File: src/rtl/sender_pkg.sv
// Shared constants for the sender stage: bus/word geometry defaults,
// FSM state encodings and the beat-count helper.
package sender_pkg;

    localparam int MEM_ADDR_SIZE           = 16;
    localparam int WORD_SIZE_BIT           = 32;
    localparam int BANDWIDTH_WRITE_ADDRESS = 8;

    localparam logic [1:0] SND_IDLE = 2'd0;
    localparam logic [1:0] SND_SEND = 2'd1;
    localparam logic [1:0] SND_GAP  = 2'd2;

    // Number of bus beats needed to carry {addr, data}.
    function automatic int beats_f(input int aw, input int dw, input int bw);
        return (aw + dw + bw - 1) / bw;
    endfunction

endpackage

File: src/rtl/sender_if.sv
// Request handshake and narrow-bus signals of the sender stage.
// master: sender view (drives ready/send/bus); slave: requester/receiver view.
interface sender_if #(
    parameter int ADDR_W = sender_pkg::MEM_ADDR_SIZE,
    parameter int DATA_W = sender_pkg::WORD_SIZE_BIT,
    parameter int BUS_W  = sender_pkg::BANDWIDTH_WRITE_ADDRESS
);
    logic              req_valid;
    logic              req_ready;
    logic              req_write;
    logic [ADDR_W-1:0] req_addr;
    logic [DATA_W-1:0] req_data;
    logic              send;
    logic              write_out;
    logic [BUS_W-1:0]  bus;
    logic              busy;

    modport master (
        input  req_valid, req_write, req_addr, req_data,
        output req_ready, send, write_out, bus, busy
    );

    modport slave (
        output req_valid, req_write, req_addr, req_data,
        input  req_ready, send, write_out, bus, busy
    );

endinterface

File: src/rtl/sender_shift_reg.sv
// Parallel-load register with BUS_W-wide right shift; chunk_o is the low beat.
// Ports: clk, rst_n, load_i, shift_i, data_i[W], chunk_o[BUS_W].
module sender_shift_reg #(
    parameter int W     = 48,
    parameter int BUS_W = 8
) (
    input  logic             clk,
    input  logic             rst_n,
    input  logic             load_i,
    input  logic             shift_i,
    input  logic [W-1:0]     data_i,
    output logic [BUS_W-1:0] chunk_o
);

    logic [W-1:0] sr_q;

    always_ff @(posedge clk or negedge rst_n) begin
        if (!rst_n) begin
            sr_q <= '0;
        end else if (load_i) begin
            sr_q <= data_i;
        end else if (shift_i) begin
            sr_q <= sr_q >> BUS_W;
        end
    end

    assign chunk_o = sr_q[BUS_W-1:0];

endmodule

File: src/rtl/sender.sv
// Serializes one {addr, data} request onto a narrow bus, LSB beat first,
// framed by send and closed by a one-cycle gap.
// Ports: clk, reset (async, active-low), bus_if (sender_if.master).
// Option: SENDER_SKID_EN adds a one-entry skid buffer for back-to-back frames.
module sender
    import sender_pkg::*;
#(
    parameter int ADDR_W = MEM_ADDR_SIZE,
    parameter int DATA_W = WORD_SIZE_BIT,
    parameter int BUS_W  = BANDWIDTH_WRITE_ADDRESS
) (
    input logic      clk,
    input logic      reset,
    sender_if.master bus_if
);

    localparam int BEATS = beats_f(ADDR_W, DATA_W, BUS_W);
    localparam int PKT_W = BEATS * BUS_W;
    localparam int CNT_W = (BEATS > 1) ? $clog2(BEATS) : 1;
    localparam logic [CNT_W-1:0] LAST = CNT_W'(BEATS - 1);

    logic [1:0]       state_q, state_d;
    logic [CNT_W-1:0] beat_q, beat_d;
    logic             wr_q, wr_d;
    logic             accept;
    logic             ready;
    logic             load;
    logic             shift;
    logic [PKT_W-1:0] pkt_in;
    logic [PKT_W-1:0] load_pkt;
    logic [BUS_W-1:0] chunk;

    // Upper bits zero-padded when BUS_W does not divide ADDR_W+DATA_W.
    assign pkt_in = PKT_W'({bus_if.req_addr, bus_if.req_data});
    assign accept = bus_if.req_valid && ready;

`ifdef SENDER_SKID_EN
    logic             skid_full_q, skid_full_d;
    logic [PKT_W-1:0] skid_pkt_q, skid_pkt_d;
    logic             skid_wr_q, skid_wr_d;
    logic             take_req;

    assign ready = !skid_full_q;

    always_comb begin
        state_d     = state_q;
        beat_d      = beat_q;
        wr_d        = wr_q;
        load        = 1'b0;
        shift       = 1'b0;
        load_pkt    = pkt_in;
        take_req    = 1'b0;
        skid_full_d = skid_full_q;
        skid_pkt_d  = skid_pkt_q;
        skid_wr_d   = skid_wr_q;
        unique case (state_q)
            SND_IDLE: begin
                if (accept) begin
                    take_req = 1'b1;
                    load     = 1'b1;
                    wr_d     = bus_if.req_write;
                    beat_d   = '0;
                    state_d  = SND_SEND;
                end
            end
            SND_SEND: begin
                shift  = 1'b1;
                beat_d = beat_q + 1'b1;
                if (beat_q == LAST) begin
                    beat_d  = '0;
                    state_d = SND_GAP;
                end
            end
            SND_GAP: begin
                state_d = SND_IDLE;
                wr_d    = 1'b0;
                if (skid_full_q) begin
                    // Drain the waiting entry straight into a new frame.
                    load        = 1'b1;
                    load_pkt    = skid_pkt_q;
                    wr_d        = skid_wr_q;
                    skid_full_d = 1'b0;
                    state_d     = SND_SEND;
                end else if (accept) begin
                    take_req = 1'b1;
                    load     = 1'b1;
                    wr_d     = bus_if.req_write;
                    state_d  = SND_SEND;
                end
            end
            default: begin
                state_d = SND_IDLE;
            end
        endcase
        if (accept && !take_req) begin
            skid_full_d = 1'b1;
            skid_pkt_d  = pkt_in;
            skid_wr_d   = bus_if.req_write;
        end
    end

    always_ff @(posedge clk or negedge reset) begin
        if (!reset) begin
            skid_full_q <= 1'b0;
            skid_pkt_q  <= '0;
            skid_wr_q   <= 1'b0;
        end else begin
            skid_full_q <= skid_full_d;
            skid_pkt_q  <= skid_pkt_d;
            skid_wr_q   <= skid_wr_d;
        end
    end
`else
    assign ready = (state_q == SND_IDLE);

    always_comb begin
        state_d  = state_q;
        beat_d   = beat_q;
        wr_d     = wr_q;
        load     = 1'b0;
        shift    = 1'b0;
        load_pkt = pkt_in;
        unique case (state_q)
            SND_IDLE: begin
                if (accept) begin
                    load    = 1'b1;
                    wr_d    = bus_if.req_write;
                    beat_d  = '0;
                    state_d = SND_SEND;
                end
            end
            SND_SEND: begin
                shift  = 1'b1;
                beat_d = beat_q + 1'b1;
                if (beat_q == LAST) begin
                    beat_d  = '0;
                    state_d = SND_GAP;
                end
            end
            SND_GAP: begin
                wr_d    = 1'b0;
                state_d = SND_IDLE;
            end
            default: begin
                state_d = SND_IDLE;
            end
        endcase
    end
`endif

    always_ff @(posedge clk or negedge reset) begin
        if (!reset) begin
            state_q <= SND_IDLE;
            beat_q  <= '0;
            wr_q    <= 1'b0;
        end else begin
            state_q <= state_d;
            beat_q  <= beat_d;
            wr_q    <= wr_d;
        end
    end

    sender_shift_reg #(
        .W     (PKT_W),
        .BUS_W (BUS_W)
    ) u_shift (
        .clk     (clk),
        .rst_n   (reset),
        .load_i  (load),
        .shift_i (shift),
        .data_i  (load_pkt),
        .chunk_o (chunk)
    );

    // All outputs derive from registers only.
    assign bus_if.send      = (state_q == SND_SEND);
    assign bus_if.bus       = bus_if.send ? chunk : '0;
    assign bus_if.write_out = wr_q;
    assign bus_if.busy      = (state_q != SND_IDLE);
    assign bus_if.req_ready = ready;

endmodule

File: src/flat_wrapper.sv
// flat-port wrapper written by rule: the top's interface ports become plain ports
module sender_flat import sender_pkg::*;
#(
    parameter int ADDR_W = MEM_ADDR_SIZE,
    parameter int DATA_W = WORD_SIZE_BIT,
    parameter int BUS_W  = BANDWIDTH_WRITE_ADDRESS
)
  (clk, reset, bus_if_req_valid, bus_if_req_write, bus_if_req_addr, bus_if_req_data, bus_if_req_ready, bus_if_send, bus_if_write_out, bus_if_bus, bus_if_busy);
  sender_if #(.ADDR_W(ADDR_W), .DATA_W(DATA_W), .BUS_W(BUS_W)) bus_if_i ();
  input logic clk;
  input logic reset;
  input wire logic [$bits(bus_if_i.req_valid)-1:0] bus_if_req_valid;
  input wire logic [$bits(bus_if_i.req_write)-1:0] bus_if_req_write;
  input wire logic [$bits(bus_if_i.req_addr)-1:0] bus_if_req_addr;
  input wire logic [$bits(bus_if_i.req_data)-1:0] bus_if_req_data;
  output wire logic [$bits(bus_if_i.req_ready)-1:0] bus_if_req_ready;
  output wire logic [$bits(bus_if_i.send)-1:0] bus_if_send;
  output wire logic [$bits(bus_if_i.write_out)-1:0] bus_if_write_out;
  output wire logic [$bits(bus_if_i.bus)-1:0] bus_if_bus;
  output wire logic [$bits(bus_if_i.busy)-1:0] bus_if_busy;
  assign bus_if_i.req_valid = bus_if_req_valid;
  assign bus_if_i.req_write = bus_if_req_write;
  assign bus_if_i.req_addr = bus_if_req_addr;
  assign bus_if_i.req_data = bus_if_req_data;
  assign bus_if_req_ready = bus_if_i.req_ready;
  assign bus_if_send = bus_if_i.send;
  assign bus_if_write_out = bus_if_i.write_out;
  assign bus_if_bus = bus_if_i.bus;
  assign bus_if_busy = bus_if_i.busy;
  sender #(.ADDR_W(ADDR_W), .DATA_W(DATA_W), .BUS_W(BUS_W)) u_core (.clk(clk), .reset(reset), .bus_if(bus_if_i));
endmodule
File: config.mk
export PLATFORM = sky130hd
export DESIGN_NAME = sender_flat
export DESIGN_NICKNAME = d
export VERILOG_FILES = /design/src/rtl/sender_pkg.sv /design/src/rtl/sender_if.sv /design/src/rtl/sender_shift_reg.sv /design/src/rtl/sender.sv /design/src/flat_wrapper.sv
export SDC_FILE = /design/constraint.sdc
export NUM_CORES = 1
export LEC_CHECK = 0
export ABC_AREA = 1
export CELL_PAD_IN_SITES_DETAIL_PLACEMENT = 1
export CELL_PAD_IN_SITES_GLOBAL_PLACEMENT = 2
export CORE_MARGIN = 3
export CORE_UTILIZATION = 25
export DETAILED_ROUTE_END_ITERATION = 10
export GPL_ROUTABILITY_DRIVEN = 0
export GPL_TIMING_DRIVEN = 0
export HOLD_SLACK_MARGIN = 0.12
export PLACE_DENSITY = 0.78
export SYNTH_ARGS = -nofsm -noshare
export SYNTH_HDL_FRONTEND = slang
export SYNTH_SLANG_ARGS = --single-unit
File: constraint.sdc
create_clock -name clk -period 1 [get_ports clk]
set_input_delay 0.15 -clock clk [delete_from_list [all_inputs] [get_ports clk]]
set_output_delay 0.15 -clock clk [all_outputs]
set_load 0.03 [all_outputs]
==> results of run 1 <==
==> layer usage <==
layer,up-vias,global-route usage [%],part of all wire (%)
li1,1107,-,-
met1,1042,17.87,44
met2,55,25.81,50
met3,6,2.359,4.8
met4,0,2.849,0.78
met5,-,0,0
==> critical path: cells and delay by family (launching register included) <==
kind	cells	cell delay, ps
buffers and inverters	2	240
DFF	1	450
and+or+nand+nor	2	320
==> cell type report <==
cell class	instances	share of cell area, %
multi-input combinational	216	29.78
tap	129	4.104
sequential	54	34.39
inverter	14	1.527
clock buffer	6	2.100
timing repair buffer	88	23.86
buffer	13	4.232
==> Yosys cell counts <==
cell type | count | area share (%)
nand2_2 | 1 | 0.26
inv_1 | 12 | 1.9
dfrtp_1 | 54 | 56
inv_2 | 2 | 0.31
nand3_1 | 42 | 8.7
buf_2 | 3 | 0.62
o21bai_2 | 1 | 0.47
buf_6 | 2 | 0.94
nor2_4 | 2 | 0.94
nor2_1 | 9 | 1.4
nand2_1 | 155 | 24
o21ai_0 | 3 | 0.62
buf_4 | 9 | 2.8
nand4_1 | 1 | 0.26
xnor2_1 | 1 | 0.36
==> where the power goes <==
| group | total, mW | internal, mW | switching [mW] |
|---|---|---|---|
| logic | 5.69 | 2.69 | 3.01 |
| registers | 3.56 | 3.03 | 0.532 |
| clock network | 1.24 | 0.537 | 0.700 |
==> flip-flops by register name (all words and copies together), names as in the netlist <==
signal,cells
u_core.u_shift.sr_q,48
u_core.beat_q,3
u_core.state_q,2
u_core.bus_if.write_out,1
==> path summary, 6_finish.rpt <==
| kind | slack (ps) | end | startpoint | depth (start not counted) |
|---|---|---|---|---|
| max in group asynchronous | 560 | u_core.u_shift.sr_q[5] | reset | 2 |
| worst min register to register | 480 | u_core.u_shift.sr_q[45] | u_core.u_shift.sr_q[45] | 2 |
| worst min-delay path | -140 | u_core.u_shift.sr_q[14] | reset | 1 |
| min in group clk | 370 | u_core.bus_if.write_out | bus_if_req_write | 3 |
| worst max-delay path | -480 | bus_if_bus[6] | u_core.state_q[1] | 4 |
| worst max register to register | -430 | u_core.u_shift.sr_q[1] | u_core.state_q[0] | 9 |
==> cell families (layout without fill, tap and decap cells) <==
| logic type | after synthesis | count (layout) |
|---|---|---|
| simple gates | 210 | 210 |
| xor+xnor | 1 | 1 |
| buf+inv | 28 | 121 |
| flops | 54 | 54 |
| compound gates | 4 | 5 |
==> timing repair <==
item,in CTS,in global routing
hold endpoints to repair,26,26
endpoints found under the setup margin,66,66
setup buffers,13,4
pin swaps,13,2
gates cloned,8,0
resized for setup,178,3
==> through the flow <==
| stage | worst slack [ps] | TNS (ps) | power, mW | area [um2] |
|---|---|---|---|---|
| final | -479.8 | -23560 | 10.49 | 3933 |
| after global routing | -527.0 | -28040 | 11.22 | 3933 |
| after CTS | -475.6 | -22060 | 10.36 | 3895 |
| after detailed placement | -874.7 | -27000 | 7.617 | 3257 |
| after global placement | -1979 | -133020 | 7.488 | 3242 |
| after floorplan | -209.2 | -9161 | 6.182 | 2450 |
==> summary.txt, run 1 <==
Status
  • Status: finished with violations
  • Failing checks: hold timing, setup timing

Floorplan
  • Ports: between 60 and 70
  • Core area: a little over 9000 um2
  • Initial Util: between 20 and 30%
  • Placement row count: 35
  • Die area: 10830 um2
  • Die W: ~100 um
  • Die Ht: approximately 100 um

Flow run
  • Max-cap viol count: 0

Detailed routing
  • Initial DRC count: 49
  • Routed WL: between 7 and 8 mm
  • Vias per cell: approximately 4.3
  • DR WL/cell: 14.63 um
  • Drt drc: 0
  • Post-route ant nets: 0
  • Detailed Routing Iterations Pass 1: 4
  • Via count: between 2000 and 2500

Final layout
  • Fraction of layout cells with a size suffix above 1: 32.74%
  • Fill cells: approximately 1100
  • Layout Cells excl Fill: between 500 and 600
  • Most common cell after layout, fill and taps aside: nand2_1
  • Final Util: between 40 and 50%
  • Diode count: 0
  • Sequential cell area: between 1000 and 1500 um2
  • Layout Nets: 444
  • Multi-input gate area: about 1200 um2
  • Most frequent cells in the layout: nand2_1 (125), dfrtp_1 (53), clkdlybuf4s50_1 (50)
  • Area Overhead vs Synth: 63.53%

Global route
  • Largest net degree at the start of global routing: 29
  • Global-route wire length before repair: ~12 mm
  • Vias in the first global route: roughly 2400
  • Tot GR Track Use: between 10% and 20%
  • Grt ovf: 0
  • Initial antenna violation count: 0

Worst setup path
  • Crit path max-delay cell type: dfrtp_2
  • Setup CP Type: reg -> out
  • Cell breakdown of the critical path: nor2_4 -> inv_6 -> nor2_2 -> buf_6
  • CP Launch Type: register
  • CP Capture Type: output pin
  • Max stage delay on crit path: approximately 450 ps
  • Crit-path max FO: 9
  • Crit path DAT: between 1000 and 1500 ps
  • Worst EP required: ~850 ps

Logic synthesis
  • Syn_area_per_cell: 8.097 um2
  • Register area share after synthesis: between 50% and 60%
  • Synth warnings: 0
  • Post-synth cell types: 15
  • Mux cell area share after synthesis: 0%
  • #FFs+latches synth: between 50 and 60
  • Fraction of the mapped netlist area in simple logic gates: a little over a third
  • Main combinational cell family by area after synthesis: simple AND/OR/NAND/NOR gates
  • Mapped cell area: about 2400 um2
  • Compound-cell area share of the yosys netlist: about 1.1%
  • Synth Instances: ~300
  • Syn Nets: roughly 350
  • XOR/XNOR share of the synthesized area: less than 1%
  • Post-Synth Adder-Cell Area: 0%

Clocking
  • Clk_lat worst skew: 300 ps
  • Worst-path clk slew: 100 ps
  • TritonCTS clock tree: built
  • Clk sink count: 54
  • Num CTS Buffers: 5
  • H-tree levels: 2
  • Clock root buffer: clkbuf_8
  • Max clock buf depth: 2

Pwr
  • Lkg Pwr: 1.954 nW
  • Max VDD drop: 0.7836 mV
  • Pwr Density: 2667 nW/um2

STA
  • Tightest Pin Transition: ~650 ps
  • Final Max Slew Viols: 0
  • Minimum clock period: between 1000 and 1500 ps
  • Fin worst setup slack: -479.8 ps
  • Setup violators final: between 60 and 70
  • Final Cycle Share: 148.0%
  • Skew final: 6.428 ps
  • RSZ-0062 raised after global routing: true
  • Slew HR: a little under three fifths
  • Final hold vios: 26
  • Max Clk Rate: a little under 0.7 GHz
  • Worst hold slack: -143.4 ps

Place
  • IO buf count: 63
  • DP HPWL: roughly 4.9 mm
  • Total instance count after detailed placement: 490

Worst hold path
  • Worst Hold Class: in -> async
(Power assumes the default switching activity.)
==> run 2, diff against run 1 <==
--- a/config.mk
+++ b/config.mk
@@ -8,8 +8,8 @@
 export ABC_AREA = 1
 export CELL_PAD_IN_SITES_DETAIL_PLACEMENT = 1
 export CELL_PAD_IN_SITES_GLOBAL_PLACEMENT = 2
-export CORE_MARGIN = 3
 export CORE_UTILIZATION = 25
+export CTS_CLUSTER_DIAMETER = 120
 export DETAILED_ROUTE_END_ITERATION = 10
 export GPL_ROUTABILITY_DRIVEN = 0
 export GPL_TIMING_DRIVEN = 0
==> summary.txt, run 2 (same netlist as run 1, synthesis figures left out) <==
Clocking
  • Num CTS Buffers: 5 (unchanged)
  • H-tree levels: 2 (unchanged)
  • TritonCTS clock tree: built
  • Clk_lat worst skew: 310 ps (about the same)
  • Clk sink count: 54 (unchanged)
  • Max clock buf depth: 2 (unchanged)
  • Worst-path clk slew: 100 ps (about the same)
  • Clock root buffer: clkbuf_8

Pwr
  • Power share of the clock group: 16.3% (+4.5 points)
  • Net switching power: 4.219 mW (-0.43%)
  • Logic pwr share: 51.1% (-3.2 points)
  • Internal power: 6.764 mW (+8.2%)
  • Seq pwr share: 32.5% (-1.4 points)
  • Lkg Pwr: 1.931 nW (-1.2%)
  • Pwr Density: 2800 nW/um2 (+5.0%)
  • Max VDD drop: 0.8733 mV (+11%)
  • Total Power Consumption: 10.98 mW (+4.7%)
  • Sw Ratio: 38.41% (-2.0 points)

Global route
  • Initial antenna violation count: 0 (unchanged)
  • Grt ovf: 0 (unchanged)
  • Global-route wire length before repair: 10.98 mm (-11%)
  • Tot GR Track Use: 14.03% (-0.22 points)
  • Vias in the first global route: 2245 (-6.3%)
  • Largest net degree at the start of global routing: 29 (unchanged)

Worst setup path
  • R2R Path Start: u_core.state_q[0]
  • Cell breakdown of the critical path: buf_4 -> buf_6 -> buf_4 -> o21bai_4 -> buf_6 -> buf_8 -> nand2_1 -> o21ai_1
  • Worst EP required: 1240 ps (+390 ps)
  • R2R depth: 8 (-1)
  • R2R setup slack: -480 ps (-50 ps)
  • Crit path DAT: 1720 ps (+390 ps)
  • Setup CP Type: reg -> reg
  • Crit-path max FO: 5 (-4)
  • FF-to-FF End: u_core.beat_q[1]
  • CP Capture Type: register
  • Max stage delay on crit path: 390 ps (-60 ps)
  • CP Launch Type: register
  • Crit path max-delay cell type: dfrtp_1

Status
  • Status: finished with violations
  • Failing checks: hold timing, setup timing

Detailed routing
  • Vias per cell: 4.237 (-0.31%)
  • Uppermost routed layer: met4
  • Routed WL: 7.333 mm (-3.6%)
  • WL met3: 263 um (-29%)
  • Drt drc: 0 (unchanged)
  • DR WL/cell: 14.13 um (-3.4%)
  • Routed wl met2: 3.684 mm (-3.8%)
  • Metal-1 WL: 3.332 mm (-0.42%)
  • Detailed Routing Iterations Pass 1: 4 (unchanged)
  • Initial DRC count: 73 (+49%)
  • Post-route ant nets: 0 (unchanged)
  • Via count: 2199 (-0.50%)

Final layout
  • Most frequent cells in the layout: nand2_1 (127), dfrtp_1 (53), clkdlybuf4s50_1 (50)
  • Diode count: 0 (unchanged)
  • Finished Cell Area: 3923 um2 (-0.25%)
  • Area Overhead vs Synth: 63.11%
  • Most common cell after layout, fill and taps aside: nand2_1
  • Number of flip-flops in the largest register: 48 (unchanged)
  • Layout Cells excl Fill: 519 (-0.19%)
  • Top reg by flops: u_core.u_shift.sr_q
  • Layout Nets: 441 (-0.68%)
  • Fraction of layout cells with a size suffix above 1: 28.97% (-3.8 points)
  • Largest regs: u_core.u_shift.sr_q x48, u_core.beat_q x3, u_core.state_q x2

Place
  • Area after DPL: 3257 um2 (unchanged)
  • IO buf count: 63 (unchanged)
  • Placement Setup Slack: -849.9 ps (+24.79 ps)
  • DP HPWL: 4.705 mm (-3.2%)
  • Total instance count after detailed placement: 490 (unchanged)

STA
  • Tightest Pin Transition: 668.7 ps (+21.04 ps)
  • Minimum clock period: 1482 ps (+2.692 ps)
  • Max Clk Rate: 0.6746 GHz (-0.18%)
  • Worst hold slack: -141.0 ps (+2.392 ps)
  • Fin worst setup slack: -482.5 ps (-2.692 ps)
  • Slew HR: 55.42% (-1.4 points)
  • Setup violators final: 65 (unchanged)
  • Final Max Slew Viols: 0 (unchanged)
  • RSZ-0062 raised after global routing: true
  • Final Cycle Share: 148.2% (+0.27 points)
  • Skew final: 9.113 ps (+2.684 ps)
  • Final hold vios: 26 (unchanged)

Worst hold path
  • Worst Hold Class: in -> async

Flow run
  • Max-cap viol count: 0 (unchanged)

Floorplan
  • Placement row count: 35 (unchanged)
  • Die Ht: 100.1 um (-3.8%)
  • Die area: 10020 um2 (-7.5%)
  • Ports: 64 (unchanged)
  • Die W: 100.1 um (-3.8%)
  • Initial Util: 25.90% (unchanged)
  • Core area: 9284 um2 (unchanged)
[run 2: changes by cell type in the layout (fill, tap and decap cells not counted), sizes merged]
| cell | change |
|---|---|
| buf | -4 |
| bufbuf | -1 |
| clkbuf | +3 |
| o21bai | -1 |
| bufinv | +2 |
[run 2: worst max path at each step]
stage | startpoint | endpoint | depth (start not counted)
after floorplan | u_core.state_q[1] | u_core.u_shift.sr_q[14] | 7
after global placement | reset | u_core.u_shift.sr_q[43] | 1
after detailed placement | u_core.state_q[0] | bus_if_send | 4
after CTS | u_core.state_q[0] | bus_if_bus[4] | 5
after global routing | u_core.state_q[0] | u_core.beat_q[1] | 8
final | u_core.state_q[0] | u_core.beat_q[1] | 8
[run 2: area by class of cell]
class                   count  area [um2]
fillers                  1117        5361
flip-flops and latches     54        1353
well taps                 129       161.4
multi-input cells         215        1104
inverters                  14       60.06
clock inverters             2       60.06
clock buffers               6       82.58
repair buffers             86       938.4
plain buffers              13       163.9
[run 2: power by group through the flow]
stage / sequential, mW / clock (mW) / combinational [mW]
floorplan: 3.48 / 0 / 2.70
global route: 3.68 / 1.92 / 6.14
detailed placement: 3.56 / 0 / 4.07
CTS: 3.50 / 1.84 / 4.51
finish: 3.57 / 1.79 / 5.62
global placement: 3.54 / 0 / 3.96
[run 2: per-layer routing]
metal | global-route usage (%) | vias to the layer above
met4 | 3.010 | 0
li1 | - | 1099
met2 | 24.30 | 52
met1 | 18.19 | 1042
met3 | 2.786 | 6
met5 | 0 | -
[run 2: critical path, delay by kind of cell, from the launching register on]
family / cells / cell delay (ps)
buffers and inverters: 5 / 690
AND/OR/NAND/NOR: 1 / 60
flip-flops: 1 / 390
AO/OA/AOI/OAI: 2 / 290
[run 2: repair_timing]
action | CTS | global route
gates cloned | 0 | 6
hold endpoints to repair | 26 | 26
setup buffers | 7 | 9
gates resized for setup | 94 | 73
pin swaps | 1 | 20
setup endpoints to repair | 66 | 66
[run 2: metrics by stage]
stage / setup TNS [ps] / util, % / hold slack [ps]
2_1_floorplan: -9161 / - / -145.6
3_3_place_gp: -133300 / 34.92 / 463.4
3_5_place_dp: -26740 / 35.08 / 216.6
4_1_cts: -19490 / 37.78 / -124.4
5_1_grt: -29970 / 42.25 / -109.3
6_report: -25890 / 42.25 / -141.0
==> run 3, diff against run 2 <==
--- a/config.mk
+++ b/config.mk
@@ -5,16 +5,16 @@
 export SDC_FILE = /design/constraint.sdc
 export NUM_CORES = 1
 export LEC_CHECK = 0
-export ABC_AREA = 1
 export CELL_PAD_IN_SITES_DETAIL_PLACEMENT = 1
 export CELL_PAD_IN_SITES_GLOBAL_PLACEMENT = 2
-export CORE_UTILIZATION = 25
+export CORE_UTILIZATION = 27
 export CTS_CLUSTER_DIAMETER = 120
 export DETAILED_ROUTE_END_ITERATION = 10
 export GPL_ROUTABILITY_DRIVEN = 0
 export GPL_TIMING_DRIVEN = 0
 export HOLD_SLACK_MARGIN = 0.12
 export PLACE_DENSITY = 0.78
+export SLEW_MARGIN = 25
 export SYNTH_ARGS = -nofsm -noshare
 export SYNTH_HDL_FRONTEND = slang
 export SYNTH_SLANG_ARGS = --single-unit
==> summary.txt, run 3 <==
Pwr
  • Max VDD drop: 0.9088 mV (+4.1%)
  • Pwr Density: 2698 nW/um2 (-3.7%)
  • Lkg Pwr: 1.638 nW (-15%)
  • Total Power Consumption: 10.47 mW (-4.6%)

Worst setup path
  • Buffers and inverters on the worst path: 3 (-2)
  • R2R setup slack: -410 ps (+70 ps)
  • Setup CP Type: reg -> out
  • Max stage delay on crit path: 390 ps (about the same)
  • Crit path max-delay cell type: dfrtp_1
  • CP Capture Type: output pin
  • Worst EP required: 850 ps (-390 ps)
  • R2R Path Start: u_core.state_q[0]
  • Cell breakdown of the critical path: buf_6 -> nor2b_4 -> buf_6 -> and2_4 -> buf_6
  • Crit path DAT: 1390 ps (-330 ps)
  • CP dominant cell by count: buf_6
  • Crit-path max FO: 5 (unchanged)
  • CP Launch Type: register
  • Crit path max-delay family: flip-flops
  • R2R depth: 6 (-2)
  • FF-to-FF End: u_core.u_shift.sr_q[13]

Logic synthesis
  • Post-synth top area share: 53.60% (-2.6 points)
  • Synth top cells by count: dfrtp_1 (54), nand2_1 (52), a22oi_1 (40), o21ai_1 (40), nor2b_1 (14)
  • Top_reg_cell synth: dfrtp_1
  • #FFs+latches synth: 54 (unchanged)
  • Register area share after synthesis: 53.60% (-2.6 points)
  • Most numerous cell in the Yosys netlist: dfrtp_1
  • Syn_area_per_cell: 9.660 um2 (+19%)
  • Post-synth cell types: 22 (+7)
  • Synth area leader: dfrtp_1
  • Synth warnings: 0 (unchanged)
  • Fraction of registers with async set/reset: 100.0% (unchanged)
  • Post-synth EDFFs: 0 (unchanged)
  • Synth Instances: 261 (-12%)
  • Mapped cell area: 2521 um2 (+4.8%)
  • Syn Nets: 313 (-10%)
  • Top post-synthesis cells by area: dfrtp_1 (54%), a22oi_1 (12%), o21ai_1 (7.9%), nand2_1 (7.7%), nor2b_1 (3.5%)

STA
  • Final hold vios: 0 (-100%)
  • Final Cycle Share: 153.9% (+5.6 points)
  • RSZ-0062 raised after global routing: true
  • Max Clk Rate: 0.6498 GHz (-3.7%)
  • Final Max Slew Viols: 0 (unchanged)
  • Fin worst setup slack: -539.0 ps (-56.50 ps)
  • Skew final: 7.421 ps (-1.691 ps)
  • Tightest Pin Transition: 372.2 ps (-296.4 ps)
  • Minimum clock period: 1539 ps (+56.50 ps)
  • Slew HR: 75.12% (+20 points)
  • Worst hold slack: 200.4 ps (+341.5 ps)
  • Setup violators final: 66 (+1.5%)

Final layout
  • Most frequent cells in the layout: dfrtp_1 (54), clkdlybuf4s50_1 (50), o21ai_1 (43)
  • Layout Nets: 402 (-8.8%)
  • Most common cell after layout, fill and taps aside: dfrtp_1
  • Number of flip-flops in the largest register: 48 (unchanged)
  • Fraction of layout cells with a size suffix above 1: 34.47% (+5.5 points)
  • Largest regs: u_core.u_shift.sr_q x48, u_core.beat_q x3, u_core.state_q x2
  • Fill cells: 994 (-11%)
  • Multi-input gate area: 1212 um2 (+9.9%)
  • Area Overhead vs Synth: 53.99%
  • Finished Cell Area: 3882 um2 (-1.0%)
  • Diode count: 0 (unchanged)
  • Sequential cell area: 1351 um2 (about the same)
  • Layout Cells excl Fill: 459 (-12%)
  • Top reg by flops: u_core.u_shift.sr_q

Global route
  • Tot GR Track Use: 17.17% (+3.1 points)
  • Vias in the first global route: 2511 (+12%)
  • Global-route wire length before repair: 13.08 mm (+19%)
  • Grt ovf: 0 (unchanged)
  • Largest net degree at the start of global routing: 46 (+59%)
  • Initial antenna violation count: 0 (unchanged)

Status
  • Status: finished with violations
  • Failing checks: setup timing

Place
  • DP HPWL: 5.392 mm (+15%)
  • Total instance count after detailed placement: 433 (-12%)
  • IO buf count: 63 (unchanged)
  • Area after DPL: 3361 um2 (+3.2%)

Clocking
  • TritonCTS clock tree: built
  • Max clock buf depth: 2 (unchanged)
  • Clk sink count: 54 (unchanged)
  • Clk_lat worst skew: 320 ps (about the same)
  • H-tree levels: 2 (unchanged)
  • Clock root buffer: clkbuf_8
  • Worst-path clk slew: 110 ps (about the same)
  • Num CTS Buffers: 5 (unchanged)

Detailed routing
  • Drt drc: 0 (unchanged)
  • DR WL/cell: 17.27 um (+22%)
  • Initial DRC count: 71 (-2.7%)
  • Via count: 2322 (+5.6%)
  • Vias per cell: 5.059 (+19%)
  • Detailed Routing Iterations Pass 1: 4 (unchanged)
  • Post-route ant nets: 0 (unchanged)
  • Routed WL: 7.925 mm (+8.1%)

Worst hold path
  • Worst Hold Class: in -> async

Floorplan
  • Die area: 9728 um2 (-2.9%)
  • Core area: 8891 um2 (-4.2%)
  • Ports: 64 (unchanged)
  • Die Ht: 98.63 um (-1.4%)
  • Die W: 98.63 um (-1.4%)
  • Initial Util: 28.36% (+2.5 points)
  • Placement row count: 34 (-2.9%)

Flow run
  • Max-cap viol count: 0 (unchanged)
## run 3: what timing repair did
action,in CTS,in global routing
hold endpoints to repair,54,0
hold buffers,1,0
setup buffers,9,3
gates resized for setup,154,20
cloned,6,0
pin swaps,10,2
setup endpoints to repair,66,66
## run 3: how the worst max path moves through the flow
stage                                 start                       to  slack, ps  depth (start not counted)
final                     u_core.state_q[0]            bus_if_bus[2]       -540                          5
after global routing      u_core.state_q[0]            bus_if_bus[6]       -590                          5
after CTS                 u_core.state_q[0]            bus_if_bus[2]       -550                          5
after detailed placement  u_core.state_q[0]            bus_if_bus[5]       -790                          5
after global placement                reset  u_core.u_shift.sr_q[36]      -1990                          1
after floorplan           u_core.state_q[1]         bus_if_req_ready       -140                          4
## run 3: metal layers
layer,wire (um),GRT usage (%)
met4,49,2.755
met1,3674,22.36
met2,3856,30.17
met3,344,3.262
met5,0,0
## run 3: final cells by class
| class | instances | area share [%] |
|---|---|---|
| Buffer | 24 | 5.672 |
| Clock buffer | 5 | 1.772 |
| Sequential cell | 54 | 34.81 |
| Timing Repair Buffer | 81 | 21.59 |
| Inverter | 1 | 0.2256 |
| Tap cell | 108 | 3.481 |
| Multi-Input combinational cell | 183 | 31.23 |
| Clock inverter | 3 | 1.225 |
## run 3: through the flow
| stage | setup WS, ps | setup TNS (ps) | utilization (%) |
|---|---|---|---|
| after floorplan | -140.3 | -3689 | - |
| after global placement | -1995 | -137970 | 37.52 |
| after detailed placement | -791.3 | -31380 | 37.80 |
| after CTS | -546.8 | -24020 | 42.96 |
| after global routing | -587.1 | -27700 | 43.67 |
| final | -539.0 | -24410 | 43.67 |
## run 3: cell families (layout without fill, tap and decap cells)
kind of cell | Yosys count | count (layout) | synth area share (%)
simple gates | 78 | 78 | 14.29
compound gates | 103 | 104 | 25.26
flops | 54 | 54 | 53.60
buf+inv | 25 | 114 | 6.402
mux | 1 | 1 | 0.4466
## run 3: power breakdown
part           internal, mW  total, mW  switching (mW)
Sequential             2.93       3.48           0.548
Clock                 0.761       1.57           0.806
Combinational          2.70       5.43            2.74
==> edit (settings of run 1) <==
Set the package constant `MEM_ADDR_SIZE` to 64 (it was 16).
--- a/src/rtl/sender_pkg.sv
+++ b/src/rtl/sender_pkg.sv
@@ -3,5 +3,5 @@
 package sender_pkg;
 
-    localparam int MEM_ADDR_SIZE           = 16;
+    localparam int MEM_ADDR_SIZE           = 64;
     localparam int WORD_SIZE_BIT           = 32;
     localparam int BANDWIDTH_WRITE_ADDRESS = 8;
Ports: changed (resized bus_if_req_addr); port bits go from 64 to 112. The function was not compared with the original's and may differ.
==> edit against run 1 <==
The run still ends with negative hold slack, negative setup slack left. Non-clock buffer count grew 87. Setup slack worse by 0.031 ns. Hold slack lost 0.030 ns. Final cell count increased by 85%. Sequential cell count increased by 49. Total power rose by 94%. Synthesized area up 89%. Cell area grew 100%. Global-route usage up 1.9 points. Critical path depth is 1 higher. Wire length up 120%. Sequential share of layout area decreased by 1.7 points. Clock skew fell by 0.0022 ns. Critical path type unchanged. Critical endpoint is now bus_if_bus[3]. Largest cell class unchanged.
==> edit: results (changes against run 1) <==
H-tree levels: 3 (+1)
pre-CTS setup slack: -0.871 ns (+0.00357 ns)
Crit Path Max Fanout: 5 (-4)
clk_lat worst skew: 0.35 ns (+0.05 ns)
Seq/Total Area, Yosys: 56.8% (+0.57 points)
post-CTS sizing: 230 (+29%)
met2 WL post-DR: 8.13 mm (+110%)
Setup violations, final: 115 (+77%)
failing checks: negative hold slack, negative setup slack
Synth cell types: 21 (+6)
status: finished with violations
GRT Overall Usage: 16.2% (+1.9 points)
share of cells above drive strength 1: 32.7% (about the same)
top cells by count, synth: nand2_1, dfrtp_1, nand3_1
Mean Syn Cell Area: 8.09 µm² (about the same)
setup tns final: -48.25 ns (-24.70 ns)
final setup margin: -0.511 ns (-0.0310 ns)
Hold WS: -0.173 ns (-0.0298 ns)
Fin. Hold Viols: 47 (+81%)
Met1 Wirelength: 7.42 mm (+120%)
Finished Layout Cells: 961 (+85%)
clk_skew: 0.00421 ns (-0.00222 ns)
hpwl dp: 10.4 mm (+110%)
via count: 4,372 (+98%)
switching part of the total power: 37.2% (-3.2 points)
CTS Buf Count: 9 (+4)
==> edit: cell count changes in the layout (fill, tap and decap cells not counted), moves of 4 or more <==
cell,delta
buf_8,+17
clkbuf_16,+19
inv_1,+4
nand2_2,+21
dfrtp_1,+49
nand3_1,+28
clkdlybuf4s50_1,+48
clkbuf_8,-5
nor2_4,+4
nand2_1,+99
nand3_2,+19
nand2_4,+20
buf_12,+9
==> edit: area by class of cell <==
class | count | area (µm²) | area share, %
flip-flops and latches | 103 | 2580 | 32.7
multi-input cells | 410 | 2310 | 29.2
repair buffers | 160 | 1870 | 23.7
plain buffers | 28 | 468 | 5.93
well taps | 225 | 282 | 3.57
clock buffers | 12 | 246 | 3.12
inverters | 18 | 82.6 | 1.05
clock inverters | 4 | 45.0 | 0.571
repair inverters | 1 | 11.3 | 0.143
==> edit: worst paths after layout <==
kind                                            to  slack, ns  cells after the start
max reg2reg                u_core.u_shift.sr_q[70]      -0.51                      8
max                                  bus_if_bus[3]      -0.51                      5
max in group asynchronous  u_core.u_shift.sr_q[49]       0.44                      2
min reg2reg                u_core.u_shift.sr_q[89]       0.49                      2
min in group clk           u_core.u_shift.sr_q[90]       0.33                      3
min                         u_core.u_shift.sr_q[0]      -0.17                      1
==> edit: layer usage <==
layer | vias up | GRT usage, %
met3 | 14 | 2.99
met1 | 2144 | 20.9
met2 | 104 | 27.1
met5 | - | 0
li1 | 2110 | -
met4 | 0 | 5.86
==> edit: power by group through the flow <==
| stage | sequential (W) | clock (W) | combinational [W] |
|---|---|---|---|
| 6_report | 0.00687 | 0.00356 | 0.00993 |
| 5_1_grt | 0.00705 | 0.00383 | 0.0108 |
| 4_1_cts | 0.00677 | 0.00365 | 0.00885 |
| 3_5_place_dp | 0.00681 | 0 | 0.00620 |
| 3_3_place_gp | 0.00673 | 0 | 0.00604 |
| 2_1_floorplan | 0.00652 | 0 | 0.00409 |
==> edit: cells by family after synthesis <==
group / count (synthesis) / synth area share (%)
adder cells (fa/ha/maj): 1 / 0.276
buffers and inverters: 48 / 5.76
AO/OA/AOI/OAI: 9 / 1.30
flip-flops: 103 / 56.8
AND/OR/NAND/NOR: 400 / 35.9
==> edit: through the flow <==
step | total power [W] | cell area (µm²) | hold WS (ns) | utilization, %
global placement | 0.0128 | 6020 | 0.468 | 34.4
finish | 0.0204 | 7890 | -0.173 | 45.0
global route | 0.0217 | 7890 | -0.132 | 45.0
floorplan | 0.0106 | 4630 | -0.146 | -
detailed placement | 0.0130 | 6050 | 0.219 | 34.5
CTS | 0.0193 | 7420 | -0.156 | 42.3
==> edit: worst max-delay path, stage by stage (launching register included) <==
cell	delay (ns)
dfrtp_1	0.43
nor2_4	0.15
buf_12	0.16
inv_8	0.05
nor2_4	0.08
buf_6	0.13
